<file path="config.mk">
export PLATFORM = sky130hd
export DESIGN_NAME = raisin64_mem_arbiter
export DESIGN_NICKNAME = d
export VERILOG_FILES = /design/src/rtl/raisin64_mem_arbiter.sv
export SDC_FILE = /design/constraint.sdc
export NUM_CORES = 1
export LEC_CHECK = 0
export ABC_CLOCK_PERIOD_IN_PS = 2080
export CAP_MARGIN = 20
export CORE_MARGIN = 2
export CORE_UTILIZATION = 28
export CTS_BUF_LIST = sky130_fd_sc_hd__clkbuf_4 sky130_fd_sc_hd__clkbuf_8 sky130_fd_sc_hd__clkbuf_16
export CTS_CLUSTER_DIAMETER = 30
export DETAILED_ROUTE_END_ITERATION = 10
export GPL_ROUTABILITY_DRIVEN = 0
export GPL_TIMING_DRIVEN = 0
export PLACE_DENSITY = 0.6
export SYNTH_ARGS = -nofsm -noshare
export SYNTH_HDL_FRONTEND = slang
export SYNTH_SLANG_ARGS = --single-unit
</file>
<file path="constraint.sdc">
create_clock -name clk -period 2.08 [get_ports clk]
set_input_delay 0.208 -clock clk [delete_from_list [all_inputs] [get_ports clk]]
set_output_delay 0.208 -clock clk [all_outputs]
set_load 0.05 [all_outputs]
</file>
<file path="src/rtl/raisin64_mem_arbiter.sv">
// Shared-RAM arbiter for the raisin64 fetch and data ports: one synchronous RAM port,
// programmable wait states, fixed or round-robin priority, one-cycle completion pulses.
module raisin64_mem_arbiter #(
    parameter int ADDR_WIDTH  = 64,
    parameter int DATA_WIDTH  = 64,
    parameter int WAIT_STATES = 0,
    parameter int ARB_MODE    = 0
) (
    input  logic                  clk,
    input  logic                  rst_n,
    input  logic [ADDR_WIDTH-1:0] imem_addr,
    input  logic                  imem_addr_valid,
    output logic [DATA_WIDTH-1:0] imem_data,
    output logic                  imem_data_valid,
    input  logic [ADDR_WIDTH-1:0] dmem_addr,
    input  logic [DATA_WIDTH-1:0] dmem_din,
    output logic [DATA_WIDTH-1:0] dmem_dout,
    input  logic                  dmem_rstrobe,
    input  logic                  dmem_wstrobe,
    output logic                  dmem_cycle_complete,
    output logic [ADDR_WIDTH-1:0] ram_addr,
    output logic                  ram_cs,
    output logic                  ram_we,
    output logic [DATA_WIDTH-1:0] ram_wdata,
    input  logic [DATA_WIDTH-1:0] ram_rdata
);

    typedef enum logic [1:0] {
        IDLE   = 2'd0,
        ACCESS = 2'd1,
        RESP   = 2'd2
    } state_t;

    localparam logic [3:0] WAIT_INIT = 4'(WAIT_STATES);

    state_t                state;
    logic [3:0]            wait_cnt;
    logic                  grant_dmem;
    logic                  last_grant_dmem;
    logic                  xfer_write;
    logic [DATA_WIDTH-1:0] imem_hold;
    logic [DATA_WIDTH-1:0] dmem_hold;
    logic                  imem_req;
    logic                  dmem_req;
    logic                  pick_valid;
    logic                  pick_dmem;

    assign imem_req = imem_addr_valid;
    assign dmem_req = dmem_rstrobe | dmem_wstrobe;

    // In RESP only the port that was not just served may be picked up back-to-back.
    always_comb begin
        pick_valid = 1'b0;
        pick_dmem  = 1'b0;
        case (state)
            IDLE: begin
                pick_valid = imem_req | dmem_req;
                if (imem_req && dmem_req)
                    pick_dmem = (ARB_MODE == 0) ? 1'b1 : !last_grant_dmem;
                else
                    pick_dmem = dmem_req;
            end
            RESP: begin
                pick_valid = grant_dmem ? imem_req : dmem_req;
                pick_dmem  = !grant_dmem;
            end
            default: begin
                pick_valid = 1'b0;
                pick_dmem  = 1'b0;
            end
        endcase
    end

    always_ff @(posedge clk or negedge rst_n) begin
        if (!rst_n) begin
            state               <= IDLE;
            wait_cnt            <= '0;
            grant_dmem          <= 1'b0;
            last_grant_dmem     <= 1'b0;
            xfer_write          <= 1'b0;
            ram_cs              <= 1'b0;
            ram_we              <= 1'b0;
            ram_addr            <= '0;
            ram_wdata           <= '0;
            imem_data_valid     <= 1'b0;
            dmem_cycle_complete <= 1'b0;
            imem_hold           <= '0;
            dmem_hold           <= '0;
        end else begin
            imem_data_valid     <= 1'b0;
            dmem_cycle_complete <= 1'b0;

            if (state == ACCESS) begin
                if (wait_cnt == 4'd0) begin
                    state               <= RESP;
                    ram_cs              <= 1'b0;
                    ram_we              <= 1'b0;
                    imem_data_valid     <= !grant_dmem;
                    dmem_cycle_complete <= grant_dmem;
                end else begin
                    wait_cnt <= wait_cnt - 4'd1;
                end
            end

            if (state == RESP && !xfer_write) begin
                if (grant_dmem)
                    dmem_hold <= ram_rdata;
                else
                    imem_hold <= ram_rdata;
            end

            // A write with both strobes high is still a write; it never returns data.
            if (pick_valid) begin
                state           <= ACCESS;
                wait_cnt        <= WAIT_INIT;
                grant_dmem      <= pick_dmem;
                last_grant_dmem <= pick_dmem;
                xfer_write      <= pick_dmem & dmem_wstrobe;
                ram_cs          <= 1'b1;
                ram_we          <= pick_dmem & dmem_wstrobe;
                ram_addr        <= pick_dmem ? dmem_addr : imem_addr;
                if (pick_dmem)
                    ram_wdata <= dmem_din;
            end else if (state == RESP) begin
                state <= IDLE;
            end
        end
    end

    assign imem_data = (state == RESP && !grant_dmem) ? ram_rdata : imem_hold;
    assign dmem_dout = (state == RESP && grant_dmem && !xfer_write) ? ram_rdata : dmem_hold;

endmodule

</file>
==> metrics.md <==
| Metric | Value |
|---|---|
| Synth cell count leaders | `mux2_2 (436), dfrtp_1 (268), buf_4 (24), buf_2 (23), mux2_1 (12)` |
| Final period utilization | `122%` |
| Fmax achieved | `394 MHz` |
| GR Overflow Total | `0` |
| Post-synthesis cell type count | `32` |
| I/O pin total | `521` |
| Die X | `214 um` |
| Type of the most critical hold path | `input pin to async pin` |
| IR Drop Worst-Case VDD | `1.15 mV` |
| Yosys reg bits | `268` |
| Post-synth top area share | `54.2%` |
| Leak | `9.71 nW` |
| Share of layout cells above drive strength 1 | `53.4%` |
| Most common cell in the netlist | `mux2_2` |
| CTS tree | `done` |
| Remaining DRCs | `0` |
| Syn nets | `1069` |
| Nets | `1714` |
| Die footprint | `0.0459 mm^2` |
| CP peak stage delay | `0.38 ns` |
| Sequential area share after synthesis | `54.2%` |
| Area grow syn2layout | `83.3%` |
| Mapped cell area | `0.0124 mm^2` |
| Total Routing Usage GR | `18.0%` |
| Die Height | `214 um` |
| Post-synth EDFFs | `0` |
| Number of synthesis warnings | `0` |
| Status | `complete, but fails checks` |
| Detailed placement HPWL | `29000 um` |
| Initial antenna violation count | `2` |
| Skew-Pair Late Insertion Delay | `0.57 ns` |
| Vias/cell | `4.47` |
| Pin count of the biggest net entering global routing | `114` |
| Slew headroom | `54.9%` |
| CTS root buffer | `clkbuf_16` |
| Setup violators final | `128` |
| Vias in the first global route | `10400` |
| RSZ-0062 raised after global routing | `yes` |
| Final slew viol count | `0` |
| Worst path buffer plus inverter count | `5` |
| Via Count | `9397` |
| Flop2flop setup slack | `0.06 ns` |
| Failing checks | `negative setup slack` |
| Setup WS pre-CTS | `-0.912 ns` |
| IO buf count | `520` |
| Clock H-tree levels | `3` |
| Top delay family on crit path | `buffers and inverters` |
| Worst-Margin Slew | `0.677 ns` |
| Critical path peak fanout | `10` |
| Clk_skew | `0.0124 ns` |
| Row cnt | `77` |
| Max_cap viols | `0` |
| Global-route wire length before repair | `63900 um` |
| Starting DRC count in detailed routing | `293` |
| Final min period | `2.54 ns` |
| CTS Buffer Depth | `3` |
| Critical path's slowest cell | `dfrtp_1` |
| Pre-antenna DRT Iters | `4` |
| Drt total wl | `41700 um` |
| Mapped Avg Cell Area | `15.3 um^2` |
| Critical Setup Path Class | `flop to output port` |
| Worst-path clk slew | `0.04 ns` |
| Post-synth ARST share | `100%` |
| Setup WS post-layout | `-0.458 ns` |
| Primary FF master, synth | `dfrtp_1` |
| CTS Buf Count | `77` |
| Worst EP required | `1.87 ns` |
| Arr. time, crit path | `2.33 ns` |
| Largest area contributor in the netlist | `dfrtp_1` |
| Hold Vio Cnt, Final | `0` |
| Synth top area cells | `dfrtp_1 (54%), mux2_2 (40%), buf_4 (1.5%)` |
| Wire per inst | `19.9 um` |
| Starting Density | `28.2%` |
| Setup TNS Final | `-51.84 ns` |
| ANT nets after route | `0` |
| PD cells | `2090 mW/mm^2` |
| Syn Inst Count | `807` |
| Worst path cell trace | `buf_6 -> nor3b_1 -> buf_4 -> buf_12 -> buf_12 -> mux2_2 -> buf_6` |
| Number of clock sinks | `268` |
| CP Launch Type | `flop` |
| Core Region | `0.0439 mm^2` |
| Setup crit end kind | `output port` |
[routing by layer]
metal,routed length (um),GRT usage (%),vias to the layer above,share of wire (%)
met5,12,0,-,0.029
met4,1090,7.31,2,2.6
met3,2960,5.97,63,7.1
met2,20700,30.5,331,50
met1,17000,21.0,4746,41
li1,-,-,4255,-
[where the power goes]
| group | switching (mW) | leakage, nW | total, mW | internal (mW) |
|---|---|---|---|---|
| Sequential | 1.29 | 3.21 | 9.17 | 7.88 |
| Clock | 3.38 | 1.37 | 12.2 | 8.87 |
| Combinational | 14.9 | 5.12 | 26.0 | 11.2 |
| Total | 19.5 | 9.71 | 47.5 | 27.9 |
[per-stage QoR]
step / std cells / hold slack (ns) / util [%] / cell area, um^2 / power (mW)
after global placement: 1919 / 0.471 / 41.7 / 18300 / 32.6
after floorplan: 807 / -0.0876 / - / 12400 / 24.9
after global routing: 2103 / 0.142 / 51.6 / 22700 / 49.4
final: 2103 / 0.133 / 51.6 / 22700 / 47.5
after detailed placement: 1921 / 0.136 / 41.8 / 18400 / 32.8
after CTS: 2092 / 0.117 / 50.7 / 22300 / 47.3
[path summary, 6_finish.rpt]
path,startpoint,cells after the start,endpoint
worst max-delay path,state[0]$_DFFE_PN0P_,7,imem_data[14]
worst min-delay path,rst_n,2,imem_hold[50]$_DFFE_PN0P_
worst max register to register,state[0]$_DFFE_PN0P_,8,ram_addr[42]$_DFFE_PN0P_
worst min register to register,ram_cs$_DFFE_PN0P_,2,ram_cs$_DFFE_PN0P_
max in group asynchronous,rst_n,4,grant_dmem$_DFFE_PN0P_
min in group clk,dmem_din[42],2,ram_wdata[42]$_DFFE_PN0P_
[kinds of logic after synthesis]
group	after synthesis	share of synthesized area (%)
multiplexers	448	40.8
flip-flops	268	54.2
buffers and inverters	53	2.69
AND/OR/NAND/NOR	23	1.03
AO/OA/AOI/OAI	11	0.961
XOR/XNOR	3	0.212
adder cells (fa/ha/maj)	1	0.101
[state kept, by name, indices dropped and copies added (netlist names)]
register	cells
ram_wdata	64
imem_data_valid	1
wait_cnt	4
xfer_write	1
dmem_hold	64
ram_we	1
ram_addr	64
dmem_cycle_complete	1
ram_cs	1
grant_dmem	1
imem_hold	64
state	2
[area by class of cell]
class | count | area [um^2]
timing repair buffer | 568 | 6330
fill | 3786 | 21300
clock inverter | 36 | 483
clock buffer | 101 | 2250
inverter | 3 | 13.8
multi-input combinational | 486 | 5580
buffer | 48 | 567
tap | 592 | 741
antenna | 1 | 2.50
sequential | 268 | 6710
[worst register-to-register path: stages, from the launching register on]
cell and delay (ns):
dfrtp_1 0.38, buf_6 0.13, buf_4 0.16, a21oi_4 0.18, o31ai_4 0.11, buf_4 0.17, buf_6 0.15, mux2_1 0.33
mux2_1 0.30
[repair_timing]
item / 4_1_cts / 5_1_grt
pin swaps: 2 / 2
gates cloned: 7 / 5
buffers inserted: 31 / 7
resized for setup: 1034 / 85
hold buffers: 1 / 0
hold endpoints to repair: 49 / 0
endpoints found under the setup margin: 301 / 266
[cells in the final DEF (no fill, tap or decap), types with 3 or more instances in the layout]
| master | count |
|---|---|
| inv_6 | 3 |
| clkbuf_8 | 15 |
| clkinv_2 | 19 |
| buf_4 | 35 |
| clkbuf_16 | 85 |
| dfrtp_1 | 267 |
| buf_8 | 71 |
| nor2_1 | 6 |
| mux2_4 | 64 |
| buf_6 | 74 |
| clkbuf_4 | 15 |
| bufinv_16 | 11 |
| buf_16 | 5 |
| buf_12 | 20 |
| clkdlybuf4s50_1 | 389 |
| mux2_1 | 11 |
| mux2_2 | 373 |
| nand2_1 | 5 |
Note: power is estimated with default switching activity, not from simulation.
